===== src/rtl/muldiv_unit.sv =====
// Iterative MIPS multiply/divide unit owning HI/LO; 32-step shift-add / restoring divide.
// Define MULDIV_MADD_EN to enable MADD/MADDU accumulate into {hi,lo}.
module muldiv_unit #(
  parameter int WIDTH  = 32,
  parameter int CYCLES = 32
) (
  input  logic             CLK,
  input  logic             RESETn,
  input  logic             start,
  input  logic [2:0]       op,
  input  logic [WIDTH-1:0] srcA,
  input  logic [WIDTH-1:0] srcB,
  output logic             busy,
  output logic             done,
  output logic             divByZero,
  output logic [WIDTH-1:0] hi,
  output logic [WIDTH-1:0] lo
);

  localparam int W  = WIDTH;
  localparam int CW = $clog2(CYCLES) + 1;
  localparam logic [CW-1:0] LAST = CW'(CYCLES - 1);

  localparam logic [2:0] OP_MULT  = 3'b000;
  localparam logic [2:0] OP_MULTU = 3'b001;
  localparam logic [2:0] OP_DIV   = 3'b010;
  localparam logic [2:0] OP_DIVU  = 3'b011;
  localparam logic [2:0] OP_MTHI  = 3'b100;
  localparam logic [2:0] OP_MTLO  = 3'b101;
`ifdef MULDIV_MADD_EN
  localparam logic [2:0] OP_MADD  = 3'b110;
  localparam logic [2:0] OP_MADDU = 3'b111;
`endif

  typedef enum logic {IDLE, RUN} state_t;

  state_t state_q, state_d;

  logic [CW-1:0]  cnt_q;
  logic [2*W-1:0] acc_q;
  logic [W-1:0]   m_q;
  logic           is_div_q;
  logic           neg_q;
  logic           rneg_q;
`ifdef MULDIV_MADD_EN
  logic           madd_q;
  logic           is_madd;
`endif

  logic           accept;
  logic           go_run;
  logic           wr_hi;
  logic           wr_lo;
  logic           dz;
  logic           sgn;
  logic           is_div;
  logic           sa;
  logic           sb;
  logic [W-1:0]   mag_a;
  logic [W-1:0]   mag_b;

  logic [W:0]     sum;
  logic [W:0]     shl;
  logic [W:0]     diff;
  logic [2*W-1:0] step;
  logic [2*W-1:0] prod;
  logic [W-1:0]   q_fix;
  logic [W-1:0]   r_fix;
  logic [2*W-1:0] res;

  assign busy   = (state_q == RUN);
  assign accept = (state_q == IDLE) && start;

  always_comb begin
    go_run = 1'b0;
    wr_hi  = 1'b0;
    wr_lo  = 1'b0;
    dz     = 1'b0;
    sgn    = 1'b0;
    is_div = 1'b0;
`ifdef MULDIV_MADD_EN
    is_madd = 1'b0;
`endif
    unique case (op)
      OP_MULT: begin
        go_run = 1'b1;
        sgn    = 1'b1;
      end
      OP_MULTU: go_run = 1'b1;
      OP_DIV: begin
        sgn    = 1'b1;
        is_div = 1'b1;
        dz     = (srcB == '0);
        go_run = (srcB != '0);
      end
      OP_DIVU: begin
        is_div = 1'b1;
        dz     = (srcB == '0);
        go_run = (srcB != '0);
      end
      OP_MTHI: wr_hi = 1'b1;
      OP_MTLO: wr_lo = 1'b1;
`ifdef MULDIV_MADD_EN
      OP_MADD: begin
        go_run  = 1'b1;
        sgn     = 1'b1;
        is_madd = 1'b1;
      end
      OP_MADDU: begin
        go_run  = 1'b1;
        is_madd = 1'b1;
      end
`else
      default: ;
`endif
    endcase
  end

  // Iterate on magnitudes; the sign is restored at commit.
  always_comb begin
    sa    = sgn & srcA[W-1];
    sb    = sgn & srcB[W-1];
    mag_a = sa ? (-srcA) : srcA;
    mag_b = sb ? (-srcB) : srcB;
  end

  always_comb begin
    sum  = {1'b0, acc_q[2*W-1:W]} + (acc_q[0] ? {1'b0, m_q} : '0);
    shl  = {acc_q[2*W-1:W], acc_q[W-1]};
    diff = shl - {1'b0, m_q};
    if (!is_div_q)
      step = {sum, acc_q[W-1:1]};
    else if (diff[W])
      step = {acc_q[2*W-2:0], 1'b0};
    else
      step = {diff[W-1:0], acc_q[W-2:0], 1'b1};
  end

  always_comb begin
    prod  = neg_q ? (-step) : step;
    q_fix = neg_q ? (-step[W-1:0]) : step[W-1:0];
    r_fix = rneg_q ? (-step[2*W-1:W]) : step[2*W-1:W];
    res   = is_div_q ? {r_fix, q_fix} : prod;
`ifdef MULDIV_MADD_EN
    if (madd_q)
      res = {hi, lo} + prod;
`endif
  end

  always_ff @(posedge CLK or negedge RESETn) begin
    if (!RESETn)
      state_q <= IDLE;
    else
      state_q <= state_d;
  end

  always_comb begin
    state_d = state_q;
    unique case (state_q)
      IDLE: if (accept && go_run) state_d = RUN;
      RUN:  if (cnt_q == LAST) state_d = IDLE;
      default: state_d = IDLE;
    endcase
  end

  always_ff @(posedge CLK or negedge RESETn) begin
    if (!RESETn) begin
      hi        <= '0;
      lo        <= '0;
      done      <= 1'b0;
      divByZero <= 1'b0;
      cnt_q     <= '0;
      acc_q     <= '0;
      m_q       <= '0;
      is_div_q  <= 1'b0;
      neg_q     <= 1'b0;
      rneg_q    <= 1'b0;
`ifdef MULDIV_MADD_EN
      madd_q    <= 1'b0;
`endif
    end else begin
      done      <= 1'b0;
      divByZero <= 1'b0;
      if (accept) begin
        if (wr_hi) hi <= srcA;
        if (wr_lo) lo <= srcA;
        if (!go_run) begin
          done      <= 1'b1;
          divByZero <= dz;
        end
        cnt_q    <= '0;
        is_div_q <= is_div;
        neg_q    <= sa ^ sb;
        rneg_q   <= sa;
        m_q      <= is_div ? mag_b : mag_a;
        acc_q    <= {{W{1'b0}}, (is_div ? mag_a : mag_b)};
`ifdef MULDIV_MADD_EN
        madd_q   <= is_madd;
`endif
      end else if (state_q == RUN) begin
        acc_q <= step;
        if (cnt_q == LAST) begin
          cnt_q <= '0;
          hi    <= res[2*W-1:W];
          lo    <= res[W-1:0];
          done  <= 1'b1;
        end else begin
          cnt_q <= cnt_q + 1'b1;
        end
      end
    end
  end

endmodule


===== config.mk =====
export PLATFORM = sky130hd
export DESIGN_NAME = muldiv_unit
export DESIGN_NICKNAME = d
export VERILOG_FILES = /design/src/rtl/muldiv_unit.sv
export SDC_FILE = /design/constraint.sdc
export NUM_CORES = 1
export LEC_CHECK = 0
export ABC_AREA = 1
export CAP_MARGIN = 20
export CORE_MARGIN = 8
export CORE_UTILIZATION = 50
export CTS_CLUSTER_SIZE = 30
export DETAILED_ROUTE_END_ITERATION = 8
export HOLD_SLACK_MARGIN = 0.15
export PLACE_DENSITY = 0.67
export SLEW_MARGIN = 5
export SYNTH_ARGS = -nofsm -noshare
export SYNTH_HDL_FRONTEND = slang
export SYNTH_SLANG_ARGS = --single-unit

===== constraint.sdc =====
create_clock -name CLK -period 5.5 [get_ports CLK]
set_input_delay 1.65 -clock CLK [delete_from_list [all_inputs] [get_ports CLK]]
set_output_delay 1.65 -clock CLK [all_outputs]
set_load 0.02 [all_outputs]

# Yosys cells after proc, flatten, opt, wreduce, memory -nomap -nowiden
# Cells that the tools add are included.
dict set report classes {
  addsub 8
  mul 0
  div 0
  n_lt_le_gt_ge 0
  eq_ne 8
  shift 0
  muxes 39
  bitwise_logic 4
  reduce_logical 12
}
# op count
set ops {}
lappend ops {{32-bit 2-to-1 mux} 15}
lappend ops {{64-bit 2-to-1 mux} 6}
lappend ops {{32-bit negation} 4}
lappend ops {{64-bit negation} 1}
lappend ops {{32-bit by 32-bit adder with 33-bit output} 1}
lappend ops {{33-bit by 32-bit subtractor with 33-bit output} 1}
lappend ops {{32-bit logical NOT} 1}
lappend ops {{32-bit nonzero test} 1}
lappend ops {{6-bit 2-to-1 mux} 3}
lappend ops {{1-bit 2-to-1 mux} 13}
lappend ops {{6-bit by 1-bit adder with 6-bit output (second input constant)} 1}
lappend ops {{3-bit by 2-bit equality test with 1-bit output (second input constant)} 2}
lappend ops {{3-bit equality test (second input constant)} 2}
lappend ops {{6-bit by 5-bit equality test with 1-bit output (second input constant)} 1}
lappend ops {{3-bit AND reduction} 2}
lappend ops {{2-bit OR reduction} 3}
lappend ops {{2-bit by 1-bit != test with 1-bit output (second input constant)} 2}
lappend ops {{1-bit one-hot mux with 2 select lines} 2}
lappend ops {{2-bit nonzero test} 2}
lappend ops {{3-bit by 1-bit equality test with 1-bit output (second input constant)} 1}
lappend ops {{3-bit logical NOT} 1}
lappend ops {{1-bit AND} 2}
lappend ops {{1-bit logical AND} 2}
lappend ops {{1-bit NOT} 1}
lappend ops {{1-bit bitwise XOR} 1}
dict set report word_totals {
  regBits 172
  latch_bits 0
  mem_bits_rw 0
  mem_bits_ro 0
  in_bits 70
  output_inout_bits 67
  wordCells 82
  n_memories 0
}

# Logic depth before layout (Yosys ltp)
dict set report logic_depth {
  ltp_word 9
  depth_mapped 35
  depth_no_buf 35
}

# Worst setup path before layout
# OpenSTA, ideal clock, no wires.
dict set report synth_timing {
  path_type {register to register}
  start {register acc_q[31]}
  end {register hi[18]}
  setup_time_ns 0.120
  t_arrival_ns 3.765
  required_time_ns 5.380
  slack_ns 1.615
  path_stages_with_launch 35
  n_path_buf 0
  period_less_slack_ns 3.885
  cell_sequence {dfrtp_1 > inv_1 > ha_1 > inv_1 > fa_1 > nand2_1 > nand2_1 > nand3_1 > nand2_2 > nand2_1 > nand2_2 > nand2_4 > nand2_4 > nand2_4 > nand2_8 > nand2_1 > nand2_1 > inv_2 > ha_1 > nand3_2 > nor3_2 > nand2_1 > nor2_2 > nand2_2 > nor2_4 > and3_1 > nand4_2 > nor2_2 > nand2_1 > a21oi_4 > nand2_1 > nand2_1 > nand2_1 > nand3_1 > a21oi_2}
}
dict set report synth_between {
  elab_chain_len 9
  word_cells_on_any_way 11
  classes_between {3 x add/sub; 8 x mux}
}
# item line
set synth_lines {}
lappend synth_lines {{start, declared} 40} ;# logic [2*W-1:0] acc_q;
lappend synth_lines {{start signal, assigned} 196} ;# acc_q <= {{W{1'b0}}, (is_div ? mag_a : mag_b)};
lappend synth_lines {{start signal, assigned} 201} ;# acc_q <= step;
lappend synth_lines {{33-bit by 32-bit subtractor with 33-bit output} 130} ;# diff = shl - {1'b0, m_q};
lappend synth_lines {{64-bit 2-to-1 mux} 133} ;# else if (diff[W])
lappend synth_lines {{64-bit 2-to-1 mux *} 131} ;# if (!is_div_q)
lappend synth_lines {{64-bit negation or 32-bit negation (tied branches)} {140, 142}}
lappend synth_lines {{64-bit 2-to-1 mux or 32-bit 2-to-1 mux (tied branches)} {140, 142}}
lappend synth_lines {{64-bit 2-to-1 mux *} 143} ;# res = is_div_q ? {r_fix, q_fix} : prod;
lappend synth_lines {{32-bit 2-to-1 mux *} 202} ;# if (cnt_q == LAST) begin
lappend synth_lines {{32-bit 2-to-1 mux *} 200} ;# end else if (state_q == RUN) begin
lappend synth_lines {{32-bit 2-to-1 mux *} 184} ;# if (accept) begin
lappend synth_lines {{end signal, assigned} 185} ;# if (wr_hi) hi <= srcA;
lappend synth_lines {{end signal, assigned} 204} ;# hi <= res[2*W-1:W];
lappend synth_lines {{end, declared} 16} ;# output logic [WIDTH-1:0] hi,
# Mark *: on every way between the ends. The rest lies on a longest branch, timed or not. The select of a mux whose other input is x is not followed.
# A chain may end at the register's enable or synchronous reset.

# Worst setup path in the final report
dict set report layout_timing {
  start {register acc_q[31]}
  end {register hi[16]}
}
# Same word-level chain as after synthesis.

==> impl_results.md <==
* Dpl ws at 681.4 ps
* Avg WL per Cell at 22.75 um
* Grt total ovfl at 0
* Layout cell share with drive strength beyond 1 at 5.923%
* Lkg Pwr at 10.37 nW
* # hold bufs at CTS at 0
* Slew HR at 26.01%
* CP required at 5900 ps
* Drt pass-1 iters at 7
* Routed via count at 20657
* Warning count from the yosys run at 0
* Mapped Cells at 2903
* Initial Util at 50.86%
* Cell Pwr Density at 498.1 nW/um2
* First-pass GRT wire length at 116.9 mm
* Yosys top cell area share at 24.44%
* Fill count at 3426
* Clock buffer depth at 2
* Post-synth top area cell: dfrtp_1
* Dpl hpwl at 62.47 mm
* Post-synthesis mux area share at 0%
* Simple logic cell fraction of the synthesized area at 37.59%
* Critical Path Most Common Cell: nand2_1
* Core area at 34630 um2
* Adder-Cell Fraction of Synth Area at 5.130%
* Ports at 137
* DRT antenna net count at 0
* Initial antenna violation count at 2
* Min cycle time layout at 4995 ps
* Worst EP arrival at 5400 ps
* Crit share post-route at 90.81%
* Largest net degree at the start of global routing at 101
* Number of CTS-inserted buffers at 17
* Max H-tree Level at 4
* Register area share after synthesis at 24.44%
* Syn nets at 3044
* # setup viols final at 0
* Iteration-0 DRC Markers at 2479
* Critical Path Slowest Stage Cell: dfrtp_1
* Die X at 203.7 um
* Hold Path Class: register to register
* Netlist cell types at 61
* Avg Inst Size Synth at 6.066 um2
* Root buf cell: clkbuf_16
* Clock Skew at 14.66 ps
* Input/output buffers at 136
* Routed Wire Length at 78.73 mm
* RSZ-0062 raised after global routing: no
* Vias in the first global route at 19593
* CTS sink count at 172
* Die ar. at 41480 um2
* Tightest Pin Transition at 1098 ps
* Total track usage at 37.25%
* Post-CTS Setup Repair Bufs at 0
* Final Hold Fails at 0
* Cts repair resizes at 0
* Clock slew at reported path FFs at 80 ps
* Slowest stage delay, CP at 380 ps
* Capturing element type of the critical path: register
* Setup_tns at 0 ps
* Status: finished clean
* Compound-cell area share of the yosys netlist at 16.63%
* Nets at 3133
* P&R area growth vs syn at 13.48%
* Row count at 68
* Post-synthesis xor/xnor area fraction at 3.929%
* Via/cell ratio at 5.970
* Combinational family with the most area after synthesis: simple AND/OR/NAND/NOR gates
* Final Max Tran Viols at 0
* Die Y at 203.7 um
* Maximum fanout along the worst path at 27
* Synth Register Bits at 172
* Fmax at 0.2002 GHz
* CTS tree: done
* Max_cap viols at 0
* DRC Markers at 0
* WS Path Type: register to register
* Post-Syn Area at 17610 um2
* Worst vdd ir at 0.3079 mV
* Setup ws final at 505.2 ps
* Largest cells by area after synthesis: dfrtp_1 (24%), nand2_1 (17%), inv_1 (9.3%), nor2_1 (7.9%), nand3_1 (5.8%)
* Placer Congestion at 1.059
* Worst skew pair latency at 480 ps
* Ant. Diodes at 0
* Startpoint types: register
==> worst paths after layout <==
path,from,to,slack [ps],cells past startpoint
min,hi[29]$_DFFE_PN0P_,hi[29]$_DFFE_PN0P_,520,2
max,acc_q[31]$_DFFE_PN0P_,hi[16]$_DFFE_PN0P_,510,34
min in group asynchronous,RESETn,acc_q[50]$_DFFE_PN0P_,1340,1
min reg2reg,hi[29]$_DFFE_PN0P_,hi[29]$_DFFE_PN0P_,520,2
max reg2reg,acc_q[31]$_DFFE_PN0P_,hi[16]$_DFFE_PN0P_,510,34
max in group asynchronous,RESETn,lo[21]$_DFFE_PN0P_,3170,2
==> state kept, by name, summed over array words and instances, names as in the netlist <==
register,flops
busy,1
hi,32
is_div_q,1
neg_q,1
lo,32
acc_q,64
done,1
divByZero,1
rneg_q,1
m_q,32
cnt_q,6
==> metal layers <==
metal / vias up / part of all wire [%] / global-route usage [%] / wire length [um]
li1: 9511 / - / - / -
met3: 322 / 9.2 / 7.268 / 7279
met2: 1244 / 45 / 59.39 / 35370
met1: 9576 / 38 / 44.61 / 29590
met4: 4 / 8.2 / 26.57 / 6458
met5: - / 0.034 / 0 / 27
==> cell usage after synthesis (all sizes together) <==
cell	n
xor2	54
a41oi	1
or2	18
nand4	26
inv	452
o21a	3
and2	1
a221oi	1
dfrtp	172
nor4	8
o31ai	4
nor2	399
clkinv	3
a22oi	24
o22ai	41
a22o	3
ha	69
a32oi	1
nand2	812
o211ai	21
nand3b	26
o32a	1
a21boi	3
a21oi	162
nor3	33
nand3	214
fa	2
o21ai	160
a211oi	1
a31oi	25
a21o	8
o221ai	15
a221o	6
buf	30
and3	2
xnor2	25
o21bai	12
clkbuf	65
==> critical path, delay by kind of cell, from the launching register on <==
kind | cells | cell delay [ps]
fa+ha+maj | 3 | 710
simple gates | 24 | 2760
buf+inv | 4 | 380
flops | 1 | 380
compound gates | 3 | 690
==> final cells by class <==
type | instances | area (um2) | area share, %
clock buffer | 18 | 439.2 | 2.197
multi-input combinational | 2181 | 11170 | 55.87
timing repair buffer | 165 | 1613 | 8.070
sequential | 172 | 4308 | 21.56
inverter | 455 | 1709 | 8.552
tap | 455 | 569.3 | 2.849
clock inverter | 14 | 181.4 | 0.9078
==> cells in the final DEF, fill, tap and decap left out, drive strengths merged, types with 29 or more instances in the layout <==
| cell | instances |
|---|---|
| nand2 | 812 |
| inv | 456 |
| nor2 | 399 |
| nand3 | 214 |
| dfrtp | 172 |
| a21oi | 162 |
| o21ai | 160 |
| clkdlybuf4s50 | 135 |
| ha | 69 |
| xor2 | 54 |
| o22ai | 41 |
| nor3 | 33 |
| buf | 29 |
==> logic make-up after synthesis <==
group	count (synthesis)
AOI/OAI and AO/OA	492
xor gates and xnor gates	79
adders and majority gates	71
buffers and inverters	550
DFF	172
and+or+nand+nor	1539
==> metrics by stage <==
stage	utilization [%]	power (mW)	hold WS, ps	cells	instance area (um2)
after CTS	57.61	9.749	519.9	3458	19950
final	57.71	9.954	515.7	3460	19990
after global placement	55.82	8.377	487.8	3426	19330
after global routing	57.71	10.61	535.3	3460	19990
after detailed placement	55.82	8.418	502.5	3426	19330
after floorplan	-	6.295	469.4	2903	17610
==> power by group <==
group	switching (mW)	internal, mW	total (mW)
combinational	4.75	2.03	6.78
sequential	0.366	1.50	1.86
clock	0.615	0.699	1.31
total	5.73	4.22	9.95
Power figures use the tool's default switching activity.
